### src/rtl/hqm_reorder_pipe_if_prot_rx_if.sv
// Enqueue-link bundle between a ROP producer, the rx protection block and its consumer.
// master = environment side driving in_* and out_ready; slave = the rx protection block.
interface hqm_reorder_pipe_if_prot_rx_if #(
  parameter int unsigned DWIDTH = 32
);
  logic              in_v;
  logic [DWIDTH-1:0] in_data;
  logic              in_par;
  logic              in_ready;
  logic              out_v;
  logic [DWIDTH-1:0] out_data;
  logic              out_ready;

  modport master (
    output in_v, in_data, in_par, out_ready,
    input  in_ready, out_v, out_data
  );

  modport slave (
    input  in_v, in_data, in_par, out_ready,
    output in_ready, out_v, out_data
  );
endinterface

### src/rtl/hqm_reorder_pipe_if_prot_rx.sv
// Receive-side protection for a reorder-pipe enqueue link: small FIFO in RUN,
// sink-and-count in DRAIN while flr_prep is active, quiesced once the link has gone idle.
module hqm_reorder_pipe_if_prot_rx #(
  parameter int unsigned DWIDTH    = 32,
  parameter int unsigned DEPTH     = 2,
  parameter int unsigned QUIET_CYC = 4,
  parameter int unsigned CNT_W     = 16
) (
  input  logic                     clk,
  input  logic                     rst,
  input  logic                     flr_prep,
  hqm_reorder_pipe_if_prot_rx_if.slave pipe,
  output logic [$clog2(DEPTH):0]   fifo_cnt,
  output logic                     quiesced,
  output logic [CNT_W-1:0]         drop_cnt,
  output logic                     par_err
);

  localparam int unsigned AW = $clog2(DEPTH);
  localparam int unsigned CW = AW + 1;
  localparam int unsigned QW = $clog2(QUIET_CYC + 1);

  typedef enum logic {RUN, DRAIN} state_t;

  state_t            state, state_nxt;
  logic [DWIDTH-1:0] mem [DEPTH];
  logic [AW-1:0]     wr_ptr, rd_ptr;
  logic [CW-1:0]     cnt;
  logic [QW-1:0]     quiet_cnt;
  logic              accept, pop, par_bad, enq;

  assign accept   = pipe.in_v & pipe.in_ready;
  assign pop      = pipe.out_v & pipe.out_ready;
  assign par_bad  = ^{pipe.in_data, pipe.in_par};
  // The RUN->DRAIN cycle still accepts, but that beat is discarded rather than enqueued.
  assign enq      = (state == RUN) & ~flr_prep & accept;
  assign fifo_cnt = cnt;

  always_ff @(posedge clk or posedge rst) begin
    if (rst) state <= RUN;
    else     state <= state_nxt;
  end

  always_comb begin
    state_nxt = state;
    unique case (state)
      RUN:   if (flr_prep)              state_nxt = DRAIN;
      DRAIN: if (!flr_prep && quiesced) state_nxt = RUN;
    endcase
  end

  always_comb begin
    pipe.in_ready = 1'b1;
    pipe.out_v    = 1'b0;
    pipe.out_data = '0;
    quiesced      = 1'b0;
    unique case (state)
      RUN: begin
        pipe.in_ready = (cnt < CW'(DEPTH));
        pipe.out_v    = (cnt != '0);
        if (cnt != '0) pipe.out_data = mem[rd_ptr];
      end
      DRAIN: quiesced = (quiet_cnt == QW'(QUIET_CYC));
    endcase
  end

  always_ff @(posedge clk) begin
    if (enq) mem[wr_ptr] <= pipe.in_data;
  end

  always_ff @(posedge clk or posedge rst) begin
    if (rst) begin
      wr_ptr    <= '0;
      rd_ptr    <= '0;
      cnt       <= '0;
      quiet_cnt <= '0;
      drop_cnt  <= '0;
      par_err   <= 1'b0;
    end else begin
      par_err <= 1'b0;
      unique case (state)
        RUN: begin
          if (flr_prep) begin
            wr_ptr    <= '0;
            rd_ptr    <= '0;
            cnt       <= '0;
            quiet_cnt <= '0;
            drop_cnt  <= CNT_W'(accept);
          end else begin
            par_err <= accept & par_bad;
            if (accept) wr_ptr <= wr_ptr + 1'b1;
            if (pop)    rd_ptr <= rd_ptr + 1'b1;
            if (accept && !pop)      cnt <= cnt + 1'b1;
            else if (!accept && pop) cnt <= cnt - 1'b1;
          end
        end
        DRAIN: begin
          if (accept && drop_cnt != '1) drop_cnt <= drop_cnt + 1'b1;
          if (pipe.in_v)                          quiet_cnt <= '0;
          else if (quiet_cnt != QW'(QUIET_CYC))   quiet_cnt <= quiet_cnt + 1'b1;
          if (state_nxt == RUN)                   quiet_cnt <= '0;
        end
      endcase
    end
  end

endmodule

### src/flat_wrapper.sv
// flat-port wrapper written by rule: the top's interface ports become plain ports
module hqm_reorder_pipe_if_prot_rx_flat 
#(
  parameter int unsigned DWIDTH    = 32,
  parameter int unsigned DEPTH     = 2,
  parameter int unsigned QUIET_CYC = 4,
  parameter int unsigned CNT_W     = 16
)
  (clk, rst, flr_prep, fifo_cnt, quiesced, drop_cnt, par_err, pipe_in_v, pipe_in_data, pipe_in_par, pipe_out_ready, pipe_in_ready, pipe_out_v, pipe_out_data);
  hqm_reorder_pipe_if_prot_rx_if #(.DWIDTH(DWIDTH)) pipe_i ();
  input  logic clk;
  input  logic rst;
  input  logic flr_prep;
  output logic [$clog2(DEPTH):0] fifo_cnt;
  output logic quiesced;
  output logic [CNT_W-1:0] drop_cnt;
  output logic par_err;
  input wire logic [$bits(pipe_i.in_v)-1:0] pipe_in_v;
  input wire logic [$bits(pipe_i.in_data)-1:0] pipe_in_data;
  input wire logic [$bits(pipe_i.in_par)-1:0] pipe_in_par;
  input wire logic [$bits(pipe_i.out_ready)-1:0] pipe_out_ready;
  output wire logic [$bits(pipe_i.in_ready)-1:0] pipe_in_ready;
  output wire logic [$bits(pipe_i.out_v)-1:0] pipe_out_v;
  output wire logic [$bits(pipe_i.out_data)-1:0] pipe_out_data;
  assign pipe_i.in_v = pipe_in_v;
  assign pipe_i.in_data = pipe_in_data;
  assign pipe_i.in_par = pipe_in_par;
  assign pipe_i.out_ready = pipe_out_ready;
  assign pipe_in_ready = pipe_i.in_ready;
  assign pipe_out_v = pipe_i.out_v;
  assign pipe_out_data = pipe_i.out_data;
  hqm_reorder_pipe_if_prot_rx #(.DWIDTH(DWIDTH), .DEPTH(DEPTH), .QUIET_CYC(QUIET_CYC), .CNT_W(CNT_W)) u_core (.clk(clk), .rst(rst), .flr_prep(flr_prep), .pipe(pipe_i), .fifo_cnt(fifo_cnt), .quiesced(quiesced), .drop_cnt(drop_cnt), .par_err(par_err));
endmodule
### config.mk
export PLATFORM = sky130hd
export DESIGN_NAME = hqm_reorder_pipe_if_prot_rx_flat
export DESIGN_NICKNAME = d
export VERILOG_FILES = /design/src/rtl/hqm_reorder_pipe_if_prot_rx_if.sv /design/src/rtl/hqm_reorder_pipe_if_prot_rx.sv /design/src/flat_wrapper.sv
export SDC_FILE = /design/constraint.sdc
export NUM_CORES = 1
export LEC_CHECK = 0
export ABC_AREA = 1
export CELL_PAD_IN_SITES_DETAIL_PLACEMENT = 0
export CELL_PAD_IN_SITES_GLOBAL_PLACEMENT = 1
export CORE_MARGIN = 2
export CORE_UTILIZATION = 32
export DETAILED_ROUTE_END_ITERATION = 10
export PLACE_DENSITY = 0.78
export SETUP_SLACK_MARGIN = 0.2
export SLEW_MARGIN = 20
export SYNTH_ARGS = -nofsm -noshare
export SYNTH_HDL_FRONTEND = slang
export SYNTH_SLANG_ARGS = --single-unit
### constraint.sdc
create_clock -name clk -period 3.4 [get_ports clk]
set_input_delay 0.68 -clock clk [delete_from_list [all_inputs] [get_ports clk]]
set_output_delay 0.68 -clock clk [all_outputs]
set_load 0.02 [all_outputs]
==> metrics.txt, run 1 <==
number of inserted filler cells in the final layout=1427; startpoint class of the critical path=register; crit path DAT=2.25 ns; hold violation count in the final report=0; leakage power of the design=2.87 nW; kind of path behind the tightest hold check=register to register; Core Footprint=14600 µm²; total number of placement rows=44; # port buffers=91; # nets final=705; Syn. warnings=0; clock slew at reported path FFs=0.06 ns; clock network power share=0.270; top flip-flop cell by instance count after synthesis=edfxtp_1; required time of the worst setup path=2.72 ns; final critical-path share of the clock period=0.862; switching share of power=0.323; count of mapped cells out of synthesis=567; sequential share of the synthesized area=0.530; H-tree levels=3; Worst Path Class, Setup=register to output port; Worst R2R Setup Slack=1.29 ns; max-slew violation total from the final report=0; post-synthesis cell area=4810 µm²; area share of the largest cell type after synthesis=0.400; final setup violation count=0; number of vias after detailed routing=3827; ANT nets after route=0; maximum clock path buffer count=2; Avg Synthesized Cell Area=8.48 µm²; peak fanout along the critical path=16; RSZ-0062 raised after global routing=false; vertical extent of the die=127 µm; Post-Synthesis Net Count=608; number of distinct library cells after synthesis=30; total wire length=10500 µm; count of maximum capacitance violations=0; async set or reset register ratio after synthesis=0.281; area used by multi-input combinational logic=1900 µm²; standard cell with the maximum stage delay on the critical path=clkdlybuf4s50_1; IO Count=92; clock tree from TritonCTS=built; family of cells with the greatest summed delay on the critical path=buffers and inverters; total CTS buffers=9; cell types with the largest area share after synthesis=edfxtp_1 (40%), nand2_1 (19%), dfrtp_1 (13%); total power=0.00328 W; die width=127 µm; HPWL reported at the end of detailed placement=7740 µm; post-synth top area cell=edfxtp_1; combinational power share=0.311; Int Pwr=0.00222 W; cell chain of the critical path=nor2_4 -> buf_4 -> nand2_1 -> inv_1 -> clkdlybuf4s50_1; net switching power figure=0.00106 W; worst slew slack as a fraction of its limit=0.640; Root Buffer Master=clkbuf_16; Total Die Area=16000 µm²; post-detailed-route wirelength per cell=12.3 µm; number of post-CTS setup repair buffers=0; total of flip-flops plus latches after synthesis=89; fraction of power consumed by sequential logic=0.420; number of gates resized after cts=0; highest clock frequency the design can meet=0.341 GHz; worst ir drop on vdd=254 µV; cts hold-fix bufs=0; largest net degree at the start of global routing=35; vias in the first global route=3732; detailed-route vias per instance=4.50; Buffers & Inverters on Critical Path=3; wire length of the first global-routing pass=17200 µm; First DRT Iteration DRCs=141; Post-Route Skew=0.00676 ns; share of post-route cells with drive strength above 1=0.0960; P&R area growth vs syn=29.5%; initial antenna violation count=0; antenna diode instance count=0; effective utilization at floorplan=0.330; Crit path largest cell delay=0.59 ns; crit end category=output port; Sequential cell area=2550 µm²; power per cell area=527 nW/µm²; grt total ovfl=0; insertion delay of the later-clocked pin in the worst-skew pair=0.34 ns; Worst Tran Pin Value=0.539 ns; number of search-and-repair iterations in the first detailed-routing pass=5; total global-route track usage=0.134; number of sinks on the clock net=89; post-route minimum period=2.93 ns; run status=completed; post-route DRC violation count=0; Total Neg Setup Slack=0 ns; count of flip-flops with a built-in enable after synthesis=64; gp weighted congestion=0.817
cells in the final DEF (no fill, tap or decap), types with 7 or more instances in the layout:
cell type / instances
clkbuf_16: 9
clkdlybuf4s50_1: 91
dfrtp_1: 25
edfxtp_1: 64
inv_1: 88
mux2_2: 32
nand2_1: 249
nand3_1: 14
nor2_1: 22
o21ai_0: 7
o31ai_1: 8
xor2_1: 8
per-stage QoR:
stage / hold slack [ns] / std cells / setup WS (ns) / utilization / cell area (µm²)
floorplan: 0.504 / 567 / 0.464 / - / 4810
global placement: 0.532 / 837 / 0.766 / 0.409 / 5960
detailed placement: 0.555 / 837 / 0.694 / 0.409 / 5960
CTS: 0.570 / 851 / 0.417 / 0.427 / 6220
global route: 0.596 / 851 / 0.307 / 0.427 / 6220
finish: 0.565 / 851 / 0.470 / 0.427 / 6220
worst min-delay path, stage by stage, from the launching register on:
cell and delay [ns]:
dfrtp_1 0.40, nand2_1 0.06, o21ai_0 0.06
layer usage:
layer  GRT usage  vias up  part of all wire  wire length (µm)
met2       0.239      104              0.49              5170
met1       0.156     1737              0.43              4510
met3      0.0375       13             0.065               683
li1            -     1973                 -                 -
met5           0        -                 0                 0
met4      0.0414        0             0.013               132
cell type report:
type	count	area share
Sequential cell	89	0.409
Multi-Input combinational cell	377	0.305
Timing Repair Buffer	96	0.152
Inverter	91	0.0549
Tap cell	184	0.0370
Clock buffer	10	0.0368
Clock inverter	4	0.00523
path summary, 6_finish.rpt:
check | startpoint | cells past startpoint | end
min in group asynchronous | rst | 2 | u_core.drop_cnt[15]$_DFFE_PP0P_
worst max-delay path | u_core.state$_DFF_PP0_ | 5 | pipe_out_data[12]
worst max register to register | u_core.state$_DFF_PP0_ | 7 | u_core.mem[1][11]$_DFFE_PP_
worst min register to register | u_core.drop_cnt[1]$_DFFE_PP0P_ | 2 | u_core.drop_cnt[1]$_DFFE_PP0P_
max in group asynchronous | rst | 2 | u_core.rd_ptr$_DFFE_PP0P_
worst min-delay path | u_core.drop_cnt[1]$_DFFE_PP0P_ | 2 | u_core.drop_cnt[1]$_DFFE_PP0P_
power by group through the flow:
stage	logic, W	registers [W]	clock network (W)
6_report	0.00102	0.00138	0.000884
5_1_grt	0.00113	0.00139	0.000946
4_1_cts	0.00104	0.00138	0.000905
3_5_place_dp	0.00103	0.00140	0
3_3_place_gp	0.00101	0.00139	0
2_1_floorplan	0.000609	0.00144	0
registers in the layout (all words and copies together) (netlist names):
signal / count
u_core.quiet_cnt: 3
u_core.rd_ptr: 1
u_core.fifo_cnt: 2
u_core.drop_cnt: 16
u_core.mem: 64
u_core.state: 1
u_core.par_err: 1
u_core.wr_ptr: 1
cells by family (layout without fill, tap and decap cells):
kind of cell	after synthesis	in the layout	share of synthesized area
muxes	32	32	0.0749
and+or+nand+nor	305	305	0.253
adders and majority gates	3	3	0.00781
AOI/OAI and AO/OA	25	25	0.0320
DFF	89	89	0.530
buffers and inverters	101	201	0.0801
xor gates and xnor gates	12	12	0.0219
cells in the mapped netlist, types with 5 or more instances:
| cell | number |
|---|---|
| a21oi_1 | 5 |
| buf_2 | 5 |
| clkbuf_1 | 5 |
| dfrtp_1 | 25 |
| edfxtp_1 | 64 |
| inv_1 | 89 |
| mux2_2 | 32 |
| nand2_1 | 249 |
| nand3_1 | 14 |
| nor2_1 | 24 |
| o21ai_0 | 7 |
| o31ai_1 | 8 |
| xor2_1 | 8 |
Power figures use the tool's default switching activity.
==> run 2, diff against run 1 <==
ABC_CLOCK_PERIOD_IN_PS = 3400   (was unset)
CORE_UTILIZATION = 39   (was 32)
PLACE_DENSITY = 0.9   (was 0.78)
==> metrics.txt, run 2 (synthesis results as in run 1) <==
vertical extent of the die=115 µm (-9.1%); net switching power figure=0.00108 W (+1.6%); total wire length=10200 µm (-2.9%); registers with the highest flip-flop counts=u_core.mem: 64 flops, u_core.drop_cnt: 16 flops, u_core.quiet_cnt: 3 flops; leakage power of the design=2.89 nW (+0.49%); gp weighted congestion=0.864 (+5.7%); switching share of power=0.324 (+0.00174); share of post-route cells with drive strength above 1=0.0985 (+0.00256); fraction of power consumed by sequential logic=0.414 (-0.006); H-tree levels=3 (unchanged); Total Die Area=13200 µm² (-17%); die width=115 µm (-9.1%); # nets final=706 (+0.14%); antenna diode instance count=0 (unchanged); peak fanout along the critical path=14 (-2); detailed-route vias per instance=4.74 (+5.4%); crit end category=output port; number of gates resized after cts=0 (unchanged); max-slew violation total from the final report=0 (unchanged); # port buffers=91 (unchanged); fin cells=817 (-4.0%); clock tree from TritonCTS=built; number of post-CTS setup repair buffers=0 (unchanged); Total Neg Setup Slack=0 ns (unchanged); commonest non-fill, non-tap cells in the layout=nand2_1 (249), clkdlybuf4s50_1 (91), inv_1 (88); most frequent standard cell in the layout excluding fill and tap cells=nand2_1; clock slew at reported path FFs=0.06 ns (about the same); Sequential cell area=2550 µm² (unchanged); combinational power share=0.308 (-0.003); First DRT Iteration DRCs=196 (+39%); Int Pwr=0.00224 W (+0.84%); crit path DAT=2.01 ns (-0.24 ns); number of cells after detailed placement=801 (-4.3%); wire length of the first global-routing pass=17100 µm (-0.72%); Setup Slack @ Placement=0.716 ns (+0.0216 ns); number of search-and-repair iterations in the first detailed-routing pass=4 (-1); number of inserted filler cells in the final layout=1090 (-24%); worst ir drop on vdd=294 µV (+16%); post-route minimum period=2.69 ns (-0.239 ns); clock network power share=0.278 (+0.008); total CTS buffers=9 (unchanged); vias in the first global route=3712 (-0.54%); top register by number of flip-flops=u_core.mem; insertion delay of the later-clocked pin in the worst-skew pair=0.34 ns (about the same); HPWL reported at the end of detailed placement=7540 µm (-2.6%); number of vias after detailed routing=3871 (+1.1%); area used by multi-input combinational logic=1890 µm² (-0.26%); max FFs per register=64 (unchanged); number of sinks on the clock net=89 (unchanged); post-route DRC violation count=0 (unchanged); P&R area growth vs syn=29.0%; maximum clock path buffer count=2 (unchanged); final critical-path share of the clock period=0.792 (-0.0703); IO Count=92 (unchanged); end-of-flow core utilization=0.516 (+0.0897); Core Footprint=12000 µm² (-18%); Root Buffer Master=clkbuf_16; grt total ovfl=0 (unchanged); Worst Path Class, Setup=register to output port; count of maximum capacitance violations=0 (unchanged); highest clock frequency the design can meet=0.372 GHz (+8.9%); total global-route track usage=0.163 (+0.0290); largest net degree at the start of global routing=34 (-2.9%); hold violation count in the final report=0 (unchanged); post-detailed-route wirelength per cell=12.5 µm (+1.2%); effective utilization at floorplan=0.400 (+0.0707); final setup slack of the worst path=0.709 ns (+0.239 ns); Post-Route Skew=0.00991 ns (+0.00315 ns); kind of path behind the tightest hold check=register to register; total number of placement rows=40 (-9.1%); run status=completed; required time of the worst setup path=2.72 ns (about the same); power per cell area=535 nW/µm² (+1.5%); worst slew slack as a fraction of its limit=0.359 (-0.281); ANT nets after route=0 (unchanged); Worst Tran Pin Value=0.955 ns (+0.417 ns); RSZ-0062 raised after global routing=false; final setup violation count=0 (unchanged); startpoint class of the critical path=register; initial antenna violation count=0 (unchanged); cts hold-fix bufs=0 (unchanged)
[run 2: cell types whose count changed in the layout (fill, tap and decap cells not counted), sizes merged]
cell    delta
clkbuf     -1
clkinv     +3
buf        +1
[run 2: cell type report]
type                            count  share of cell area
Clock inverter                      7             0.00928
Timing Repair Buffer               97               0.154
Tap cell                          147              0.0297
Inverter                           91              0.0551
Multi-Input combinational cell    377               0.305
Clock buffer                        9              0.0363
Sequential cell                    89               0.411
[run 2: stage by stage]
stage                     hold slack (ns)  total power (W)  area (µm²)
after floorplan                     0.504          0.00205        4810
after global placement              0.532          0.00240        5920
after detailed placement            0.533          0.00242        5920
after CTS                           0.554          0.00335        6200
after global routing                0.603          0.00352        6200
final                               0.553          0.00332        6200
[run 2: path summary, 6_finish.rpt]
path                                                  from                               to  slack [ns]  depth (start not counted)
setup / recovery                    u_core.state$_DFF_PP0_                pipe_out_data[25]        0.71                          5
hold / removal             u_core.quiet_cnt[2]$_DFFE_PP0P_  u_core.quiet_cnt[2]$_DFFE_PP0P_        0.55                          2
setup reg to reg                    u_core.state$_DFF_PP0_       u_core.mem[0][3]$_DFFE_PP_        1.38                          7
hold reg to reg            u_core.quiet_cnt[2]$_DFFE_PP0P_  u_core.quiet_cnt[2]$_DFFE_PP0P_        0.55                          2
max in group asynchronous                              rst           u_core.state$_DFF_PP0_        2.19                          2
min in group asynchronous                              rst  u_core.drop_cnt[13]$_DFFE_PP0P_        0.76                          2
[run 2: worst max-delay path: stages, from the launching register on]
cell and delay [ns]:
dfrtp_1 0.48, nor2_2 0.18, buf_4 0.23, nand2_1 0.10, inv_1 0.08, clkdlybuf4s50_1 0.61
[run 2: power by group through the flow]
| stage | sequential (W) | combinational [W] | clock, W |
|---|---|---|---|
| 5_1_grt | 0.00139 | 0.00114 | 0.000987 |
| 6_report | 0.00137 | 0.00102 | 0.000923 |
| 2_1_floorplan | 0.00144 | 0.000609 | 0 |
| 3_3_place_gp | 0.00139 | 0.00101 | 0 |
| 4_1_cts | 0.00137 | 0.00103 | 0.000943 |
| 3_5_place_dp | 0.00139 | 0.00103 | 0 |
[run 2: routing by layer]
| layer | track usage | wire length (µm) | up-vias |
|---|---|---|---|
| met5 | 0 | 0 | - |
| met4 | 0.0643 | 233 | 0 |
| met3 | 0.0316 | 504 | 18 |
| met2 | 0.276 | 4930 | 92 |
| met1 | 0.207 | 4530 | 1787 |
| li1 | - | - | 1974 |
==> run 3, diff against run 2 <==
ABC_CLOCK_PERIOD_IN_PS = 2300   (was 3400)
CORE_UTILIZATION = 35   (was 39)
PLACE_DENSITY = 0.86   (was 0.9)
clock period = 2.3 ns   (was 3.4 ns; I/O delays follow)
==> metrics.txt, run 3 (synthesis results as in run 1) <==
run status=completed; largest net degree at the start of global routing=33 (-2.9%); clock tree from TritonCTS=built; share of post-route cells with drive strength above 1=0.210 (+0.112); total CTS buffers=9 (unchanged); post-route DRC violation count=0 (unchanged); H-tree levels=3 (unchanged); maximum clock path buffer count=2 (unchanged); wire length of the first global-routing pass=17400 µm (+1.8%); final critical-path share of the clock period=0.968; hold violation count in the final report=0 (unchanged); antenna diode instance count=0 (unchanged); P&R area growth vs syn=39.1%; commonest non-fill, non-tap cells in the layout=nand2_1 (237), inv_1 (76), edfxtp_1 (64); number of search-and-repair iterations in the first detailed-routing pass=4 (unchanged); max FFs per register=64 (unchanged); # nets final=731 (+3.5%); kind of path behind the tightest hold check=primary input to asynchronous set/reset pin; vertical extent of the die=121 µm (+5.4%); First DRT Iteration DRCs=194 (-1.0%); Total Die Area=14700 µm² (+11%); peak fanout along the critical path=7 (-7); registers with the highest flip-flop counts=u_core.mem: 64 flops, u_core.drop_cnt: 16 flops, u_core.quiet_cnt: 3 flops; worst slew slack as a fraction of its limit=0.777 (+0.418); detailed-route vias per instance=4.50 (-5.1%); depth of the worst register-to-register path=11 (+4); end-of-flow core utilization=0.501 (-0.0153); required time of the worst setup path=1.84 ns (-0.88 ns); fin cells=871 (+6.6%); top register by number of flip-flops=u_core.mem; total global-route track usage=0.154 (-0.00890); Post-Route Skew=0.00916 ns (-0.000751 ns); max-slew violation total from the final report=0 (unchanged); grt total ovfl=0 (unchanged); IO Count=92 (unchanged); initial antenna violation count=0 (unchanged); Int Pwr=0.00375 W (+67%); crit path DAT=1.77 ns (-0.24 ns); post-detailed-route wirelength per cell=12.6 µm (+0.77%); ANT nets after route=0 (unchanged); most frequent standard cell in the layout excluding fill and tap cells=nand2_1; post-route minimum period=2.23 ns; RSZ-0062 raised after global routing=true; worst ir drop on vdd=372 µV (+26%); highest clock frequency the design can meet=0.449 GHz; startpoint class of the critical path=register; Root Buffer Master=clkbuf_16; number of cells after detailed placement=835 (+4.2%); number of inserted filler cells in the final layout=1276 (+17%); total wire length=11000 µm (+7.4%); gp weighted congestion=0.802 (-7.2%); combinational power share=0.392 (+0.084); HPWL reported at the end of detailed placement=7560 µm (+0.30%); final setup violation count=0 (unchanged); clock network power share=0.238 (-0.040); Total Neg Setup Slack=0 ns (unchanged); cell area after layout=6690 µm² (+7.8%); Worst Tran Pin Value=0.335 ns (-0.621 ns); clock slew at reported path FFs=0.06 ns (about the same); power per cell area=822 nW/µm² (+54%); vias in the first global route=3667 (-1.2%); crit end category=output port; leakage power of the design=3.18 nW (+10%); count of maximum capacitance violations=0 (unchanged); # port buffers=91 (unchanged); net switching power figure=0.00175 W (+62%); post-route worst hold slack=0.468 ns (-0.0855 ns); Area after DPL=6060 µm² (+2.4%); Core Footprint=13300 µm² (+11%); Worst Path Class, Setup=register to output port; number of sinks on the clock net=89 (unchanged); effective utilization at floorplan=0.360 (-0.0401); die width=121 µm (+5.4%); total number of placement rows=42 (+5.0%); switching share of power=0.318 (-0.00650); fraction of power consumed by sequential logic=0.370 (-0.044); number of vias after detailed routing=3917 (+1.2%); insertion delay of the later-clocked pin in the worst-skew pair=0.35 ns (about the same)
-- run 3: timing repair --
item | 4_1_cts | 5_1_grt
gates resized for setup | 152 | 96
setup endpoints to repair | 35 | 37
pin swaps | 0 | 1
setup buffers | 9 | 8
gates cloned | 3 | 0
hold buffers | 0 | 0
-- run 3: power by group through the flow --
stage / Combinational [W] / Sequential (W) / Clock, W
finish: 0.00215 / 0.00203 / 0.00131
global route: 0.00234 / 0.00206 / 0.00141
CTS: 0.00195 / 0.00202 / 0.00134
detailed placement: 0.00160 / 0.00206 / 0
global placement: 0.00157 / 0.00206 / 0
floorplan: 0.000902 / 0.00213 / 0
-- run 3: path summary, 6_finish.rpt --
check | from | to | slack, ns
worst min-delay path | rst | u_core.drop_cnt[7]$_DFFE_PP0P_ | 0.47
worst min register to register | u_core.quiet_cnt[2]$_DFFE_PP0P_ | u_core.quiet_cnt[2]$_DFFE_PP0P_ | 0.56
worst max register to register | u_core.drop_cnt[0]$_DFFE_PP0P_ | u_core.drop_cnt[8]$_DFFE_PP0P_ | 0.40
max in group asynchronous | rst | u_core.drop_cnt[0]$_DFFE_PP0P_ | 1.56
min in group clk | u_core.quiet_cnt[2]$_DFFE_PP0P_ | u_core.quiet_cnt[2]$_DFFE_PP0P_ | 0.56
worst max-delay path | u_core.rd_ptr$_DFFE_PP0P_ | pipe_out_data[12] | 0.07
-- run 3: metal layers --
| layer | wire length, µm | up-vias | share of wire | GRT usage |
|---|---|---|---|---|
| met5 | 0 | - | 0 | 0 |
| met4 | 238 | 0 | 0.022 | 0.0711 |
| met3 | 605 | 16 | 0.055 | 0.0352 |
| met2 | 5250 | 89 | 0.48 | 0.250 |
| met1 | 4850 | 1785 | 0.44 | 0.196 |
| li1 | - | 2027 | - | - |
-- run 3: area by class of cell --
class / count / area [µm²] / share of cell area
well taps: 176 / 220 / 0.0329
clock buffers: 12 / 236 / 0.0354
inverters: 91 / 344 / 0.0514
clock inverters: 4 / 20.0 / 0.00299
multi-input cells: 377 / 2000 / 0.298
repair buffers: 122 / 1320 / 0.198
flip-flops and latches: 89 / 2550 / 0.381
-- run 3: metrics by stage --
stage / total power [W] / setup slack [ns]
6_report: 0.00550 / 0.0731
5_1_grt: 0.00581 / 0.0226
4_1_cts: 0.00531 / 0.0348
3_5_place_dp: 0.00366 / 0.110
3_3_place_gp: 0.00362 / 0.180
2_1_floorplan: 0.00303 / 0.0175
-- run 3: critical path, cell delays in order (launching register included) --
cell	delay [ns]
dfrtp_1	0.41
buf_6	0.13
buf_6	0.12
buf_12	0.14
buf_6	0.11
mux2_4	0.30
nand2_2	0.06
inv_2	0.03
buf_6	0.12
